File: src/rtl/t08_keypad_scanner_if.sv
// rtl/t08_keypad_scanner_if.sv - key event valid/ready handshake bundle
interface t08_keypad_scanner_if;
  logic [3:0] key_code;
  logic       key_valid;
  logic       key_ready;
  logic       key_overflow;

  modport master (
    output key_code,
    output key_valid,
    input  key_ready,
    output key_overflow
  );

  modport slave (
    input  key_code,
    input  key_valid,
    output key_ready,
    input  key_overflow
  );
endinterface

File: src/rtl/t08_keypad_scanner.sv
// rtl/t08_keypad_scanner.sv - 4x4 active-low key matrix scanner with debounce and key event register
module t08_keypad_scanner #(
  parameter int SCAN_DIV       = 1000,
  parameter int DEBOUNCE_SCANS = 4
) (
  input  logic                        clk,
  input  logic                        nrst,
  input  logic                        en,
  input  logic [3:0]                  rows_in,
  output logic [3:0]                  cols_out,
  output logic [3:0]                  cols_oeb,
  t08_keypad_scanner_if.master        key_if
);
  localparam int DIV_W = (SCAN_DIV > 1) ? $clog2(SCAN_DIV) : 1;
  localparam int CNT_W = $clog2(DEBOUNCE_SCANS + 1);
  localparam logic [DIV_W-1:0] DIV_LAST    = DIV_W'(SCAN_DIV - 1);
  localparam logic [CNT_W-1:0] STABLE_MAX  = CNT_W'(DEBOUNCE_SCANS);
  localparam logic [CNT_W-1:0] STABLE_LAST = CNT_W'(DEBOUNCE_SCANS - 1);

  typedef enum logic {IDLE, SCAN} state_t;

  state_t           state_q, state_d;
  logic [DIV_W-1:0] div_q;
  logic [1:0]       col_q;
  logic [3:0]       row_s1_q, row_s2_q;
  logic [15:0]      frame_q, prev_frame_q, deb_q, deb_old_q;
  logic [CNT_W-1:0] stable_q;
  logic             frame_done_q, deb_upd_q;
  logic [3:0]       code_q;
  logic             valid_q, ovf_q;

  logic             sample_w, event_w, xfer_w;
  logic [3:0]       ev_code_w, col_sel_w;

  always_ff @(posedge clk or negedge nrst) begin
    if (!nrst) state_q <= IDLE;
    else       state_q <= state_d;
  end

  always_comb begin
    state_d = state_q;
    case (state_q)
      IDLE:    if (en)  state_d = SCAN;
      SCAN:    if (!en) state_d = IDLE;
      default: state_d = IDLE;
    endcase
  end

  // Only the active column is driven; the rest float so two keys in one row cannot short.
  always_comb begin
    col_sel_w = 4'b0001 << col_q;
    cols_out  = 4'hF;
    cols_oeb  = 4'hF;
    if (state_q == SCAN) begin
      cols_out = ~col_sel_w;
      cols_oeb = ~col_sel_w;
    end
  end

  always_ff @(posedge clk or negedge nrst) begin
    if (!nrst) begin
      row_s1_q <= '0;
      row_s2_q <= '0;
    end else begin
      row_s1_q <= rows_in;
      row_s2_q <= row_s1_q;
    end
  end

  assign sample_w = (state_q == SCAN) && (div_q == DIV_LAST);
  assign xfer_w   = valid_q && key_if.key_ready;

  // Frame bit index is col*4+row; the key code swaps that to row*4+col.
  always_comb begin
    ev_code_w = '0;
    for (int i = 0; i < 16; i++) begin
      if (deb_q[i]) ev_code_w = {i[1:0], i[3:2]};
    end
    event_w = deb_upd_q && (deb_q != 16'h0) && ((deb_q & (deb_q - 16'd1)) == 16'h0)
              && ((deb_q & deb_old_q) == 16'h0);
  end

  always_ff @(posedge clk or negedge nrst) begin
    if (!nrst) begin
      div_q        <= '0;
      col_q        <= '0;
      frame_q      <= '0;
      prev_frame_q <= '0;
      stable_q     <= '0;
      deb_q        <= '0;
      deb_old_q    <= '0;
      frame_done_q <= 1'b0;
      deb_upd_q    <= 1'b0;
      code_q       <= '0;
      valid_q      <= 1'b0;
      ovf_q        <= 1'b0;
    end else if (!en) begin
      div_q        <= '0;
      col_q        <= '0;
      frame_q      <= '0;
      prev_frame_q <= '0;
      stable_q     <= '0;
      deb_q        <= '0;
      deb_old_q    <= '0;
      frame_done_q <= 1'b0;
      deb_upd_q    <= 1'b0;
      valid_q      <= 1'b0;
      ovf_q        <= 1'b0;
    end else begin
      frame_done_q <= 1'b0;
      deb_upd_q    <= 1'b0;
      ovf_q        <= 1'b0;

      if (state_q == SCAN) begin
        if (sample_w) begin
          frame_q[{col_q, 2'b00} +: 4] <= ~row_s2_q;
          div_q        <= '0;
          col_q        <= col_q + 2'd1;
          frame_done_q <= (col_q == 2'd3);
        end else begin
          div_q <= div_q + DIV_W'(1);
        end
      end

      if (frame_done_q) begin
        if (frame_q != prev_frame_q) begin
          prev_frame_q <= frame_q;
          stable_q     <= '0;
        end else if (stable_q != STABLE_MAX) begin
          stable_q <= stable_q + CNT_W'(1);
          if (stable_q == STABLE_LAST) begin
            deb_old_q <= deb_q;
            deb_q     <= frame_q;
            deb_upd_q <= 1'b1;
          end
        end
      end

      // A transfer in the same cycle frees the slot, so the new event is taken rather than dropped.
      if (event_w) begin
        if (!valid_q || xfer_w) begin
          code_q  <= ev_code_w;
          valid_q <= 1'b1;
        end else begin
          ovf_q <= 1'b1;
        end
      end else if (xfer_w) begin
        valid_q <= 1'b0;
      end
    end
  end

  assign key_if.key_code     = code_q;
  assign key_if.key_valid    = valid_q;
  assign key_if.key_overflow = ovf_q;
endmodule

File: src/flat_wrapper.sv
// flat-port wrapper written by rule: the top's interface ports become plain ports
module t08_keypad_scanner_flat 
#(
  parameter int SCAN_DIV       = 1000,
  parameter int DEBOUNCE_SCANS = 4
)
  (clk, nrst, en, rows_in, cols_out, cols_oeb, key_if_key_code, key_if_key_valid, key_if_key_ready, key_if_key_overflow);
  t08_keypad_scanner_if key_if_i ();
  input  logic clk;
  input  logic nrst;
  input  logic en;
  input  logic [3:0] rows_in;
  output logic [3:0] cols_out;
  output logic [3:0] cols_oeb;
  output wire logic [$bits(key_if_i.key_code)-1:0] key_if_key_code;
  output wire logic [$bits(key_if_i.key_valid)-1:0] key_if_key_valid;
  input wire logic [$bits(key_if_i.key_ready)-1:0] key_if_key_ready;
  output wire logic [$bits(key_if_i.key_overflow)-1:0] key_if_key_overflow;
  assign key_if_key_code = key_if_i.key_code;
  assign key_if_key_valid = key_if_i.key_valid;
  assign key_if_i.key_ready = key_if_key_ready;
  assign key_if_key_overflow = key_if_i.key_overflow;
  t08_keypad_scanner #(.SCAN_DIV(SCAN_DIV), .DEBOUNCE_SCANS(DEBOUNCE_SCANS)) u_core (.clk(clk), .nrst(nrst), .en(en), .rows_in(rows_in), .cols_out(cols_out), .cols_oeb(cols_oeb), .key_if(key_if_i));
endmodule
File: config.mk
export PLATFORM = sky130hd
export DESIGN_NAME = t08_keypad_scanner_flat
export DESIGN_NICKNAME = d
export VERILOG_FILES = /design/src/rtl/t08_keypad_scanner_if.sv /design/src/rtl/t08_keypad_scanner.sv /design/src/flat_wrapper.sv
export SDC_FILE = /design/constraint.sdc
export NUM_CORES = 1
export LEC_CHECK = 0
export ABC_AREA = 0
export BUFFER_PORTS_ARGS = -buffer_cell sky130_fd_sc_hd__buf_2
export CORE_MARGIN = 5
export CORE_UTILIZATION = 35
export DETAILED_ROUTE_END_ITERATION = 6
export PLACE_DENSITY_LB_ADDON = 0.12
export SYNTH_ARGS = -nofsm -noshare
export SYNTH_HDL_FRONTEND = slang
export SYNTH_SLANG_ARGS = --single-unit
File: constraint.sdc
create_clock -name clk -period 2.3 [get_ports clk]
set_input_delay 0.46 -clock clk [delete_from_list [all_inputs] [get_ports clk]]
set_output_delay 0.46 -clock clk [all_outputs]
set_load 0.005 [all_outputs]
==> impl_metrics.py <==
metrics = {
    "finish": {
        "final_core_util_pct": 42.2,
        "antenna_cells": 0,
        "area_growth_pct": 18.3,
        "stdcell_count": 651,
        "drive_gt1_share_pct": 28.6,
        "final_area_um2": 5590,
        "fin_nets": 489,
        "layout_common_cells": "dfrtp_1, mux2_2, nand2_1, buf_4, nor2_1",
        "mostFrequentLayoutCell": "dfrtp_1",
    },
    "cts": {
        "cts_tree": "done",
        "h-tree-depth": 3,
        "clockBufferDepth": 2,
        "cts-buffers-inserted": 9,
        "worstSkewPairLatency_ps": 350,
        "root_buffer": "clkbuf_16",
        "clock-sinks": 96,
        "path_clk_slew_ps": 70,
    },
    "timing": {
        "finalCritPeriodShare_pct": 101,
        "rsz0062_at_grt": "true",
        "fmax_mhz": 430,
        "timing.final.hold_violations": 0,
        "finalCriticalPeriod_ps": 2320,
        "setup_slack_ps": -23.6,
        "clock_skew_ps": 8.93,
        "slew_headroom_pct": 61.9,
        "setup_violations": 4,
        "tightest_slew_ps": 567,
        "final-max-slew-violation-count": 0,
    },
    "die": {
        "die_w_um": 126,
        "std_cell_rows": 42,
        "initial_core_util_pct": 35.7,
        "die-area_um2": 15900,
        "io_pins": 22,
        "core_um2": 13200,
        "die_h_um": 126,
    },
    "route": {
        "drc": 0,
        "drt_iter0_drc": 183,
        "wirelength_um": 10200,
        "wire_per_inst_um": 15.7,
        "via_per_inst": 5.00,
        "drtAntennaViolNets": 0,
        "drtPass1Iterations": 4,
        "route.vias.total": 3252,
    },
    "hold_path": {
        "holdCritPathClass": "in2reg",
    },
    "logic_synthesis": {
        "synth_seq_cells": 96,
        "synth_edf_count": 0,
        "synthDistinctLibCells": 48,
        "synth.avg_cell_area_um2": 11.1,
        "yosysSeqAreaShare_pct": 50.9,
        "synth_fp_nets": 443,
        "async_reset_ff_share_pct": 100,
        "syn_area_um2": 4720,
        "synthFlopType": "dfrtp_1",
        "synth_warnings": 0,
        "syn_inst": 424,
    },
    "placed_design": {
        "dp_cells": 628,
        "globalplace.congestion": 0.821,
        "dpl_cell_area_um2": 5210,
        "dpl.hpwl_um": 7420,
        "io_buffer_count": 21,
    },
    "worst_setup_path": {
        "crit_start": "u_core.deb_q[7]",
        "arrival_ps": 2560,
        "cp-start-kind": "flip-flop",
        "critPathRequiredTime_ps": 2540,
        "timing.rr.start": "u_core.deb_q[7]",
        "r2r_slack_ps": -20,
        "critPathCapture": "u_core.key_if.key_code[1]",
        "rr_endpoint": "u_core.key_if.key_code[1]",
        "r2r_cells": 7,
        "path_class": "reg2reg",
        "path_max_fanout": 5,
        "end_kind": "flip-flop",
    },
    "pwr": {
        "p_per_area_nw_per_um2": 641,
        "irDropWorstVdd_mv": 0.359,
        "p_leak_nw": 2.63,
    },
    "global_routing": {
        "grt_pass1_vias": 3256,
        "grt_use_total_pct": 13.6,
        "overflow": 0,
        "antenna_found_initial": 0,
        "grt_pass1_wl_um": 17200,
        "grt_max_degree": 81,
    },
    "job": {
        "cap_violations": 0,
    },
    "outcome": {
        "status": "complete, but fails checks",
        "violations": "negative setup slack",
    },
}
-- cell type report --
type,instances,area [um2]
Clock buffer,10,239
Multi-Input combinational cell,290,2170
Inverter,12,45.0
Sequential cell,96,2410
Fill cell,1301,7660
Tap cell,176,220
Timing Repair Buffer,61,448
Clock inverter,6,51.3
-- Yosys cell counts (5+ instances only) --
master | count | area (um2)
nor2b_1 | 6 | 37.5
nand2_1 | 37 | 139
dfrtp_1 | 96 | 2400
clkbuf_1 | 13 | 48.8
buf_4 | 6 | 45.0
nor3_1 | 7 | 35.0
inv_1 | 12 | 45.0
ha_1 | 11 | 138
buf_2 | 7 | 35.0
nand3_1 | 13 | 65.1
xnor2_1 | 21 | 184
mux2_2 | 44 | 495
and2_1 | 17 | 106
o21ai_0 | 13 | 65.1
a21oi_1 | 5 | 25.0
o31ai_1 | 6 | 45.0
nor2_1 | 29 | 109
nand4_1 | 13 | 81.3
a22o_1 | 16 | 140
-- metal layers --
| layer | track usage, % | vias to the layer above | share of wire (%) |
|---|---|---|---|
| met2 | 20.3 | 53 | 45 |
| met5 | 0 | - | 0 |
| li1 | - | 1596 | - |
| met1 | 19.1 | 1585 | 50 |
| met4 | 6.12 | 0 | 2.3 |
| met3 | 2.71 | 18 | 3.2 |
-- power by group --
group	total (mW)	switching, mW	internal [mW]
Combinational	0.351	0.198	0.153
Clock	1.47	0.695	0.779
Sequential	1.76	0.0384	1.72
-- worst max-delay path, cell delays in order (launching register included) --
cell and delay (ps):
dfrtp_2 440, buf_4 160, nor4_1 320, a21oi_1 60, and3_1 200, nand4bb_1 230, nor4_4 410, mux2_2 380
-- sequential cells by signal, summed over array words and instances, names as in the netlist --
name                        count
u_core.col_q                    2
u_core.deb_old_q               16
u_core.deb_q                   16
u_core.deb_upd_q                1
u_core.div_q                   10
u_core.frame_done_q             1
u_core.frame_q                 16
u_core.key_if.key_code          4
u_core.key_if.key_overflow      1
u_core.key_if.key_valid         1
u_core.prev_frame_q            16
u_core.row_s1_q                 4
u_core.row_s2_q                 4
u_core.stable_q                 3
u_core.state_q                  1
-- logic make-up (layout without fill, tap and decap cells) --
group,after synthesis,in the layout,synth area share [%]
multiplexers,44,44,10.5
XOR/XNOR,25,25,4.64
adder cells (fa/ha/maj),11,11,2.91
AND/OR/NAND/NOR,151,151,18.3
flip-flops,96,96,50.9
buffers and inverters,38,89,3.68
AO/OA/AOI/OAI,59,59,9.09
-- worst min-delay path by stage --
| stage | startpoint | endpoint | slack [ps] | cells after the start |
|---|---|---|---|---|
| final | rows_in[3] | u_core.row_s1_q[3] | 210 | 1 |
| after detailed placement | u_core.row_s1_q[1] | u_core.row_s2_q[1] | 340 | 0 |
| after floorplan | nrst | u_core.col_q[0] | 160 | 0 |
| after CTS | rows_in[3] | u_core.row_s1_q[3] | 200 | 1 |
| after global placement | u_core.row_s1_q[2] | u_core.row_s2_q[2] | 330 | 0 |
| after global routing | rows_in[2] | u_core.row_s1_q[2] | 200 | 1 |
-- metrics by stage --
step | setup TNS (ps) | hold slack [ps] | power [mW] | worst slack (ps)
floorplan | 0 | 164 | 1.98 | 137
global placement | -29.2 | 334 | 2.13 | -7.69
detailed placement | -221 | 339 | 2.13 | -66.3
CTS | -5.94 | 197 | 3.63 | -5.94
global route | -922 | 196 | 3.75 | -181
finish | -53.8 | 211 | 3.58 | -23.6
-- timing repair --
action                                 in CTS  in global routing
gates resized for setup                     4                  5
hold buffers                                1                  0
pin swaps                                   5                  3
setup endpoints to repair                   5                 21
setup buffers                               4                  2
endpoints found under the hold margin      16                  0
gates cloned                                0                  0
Power figures use the tool's default switching activity.
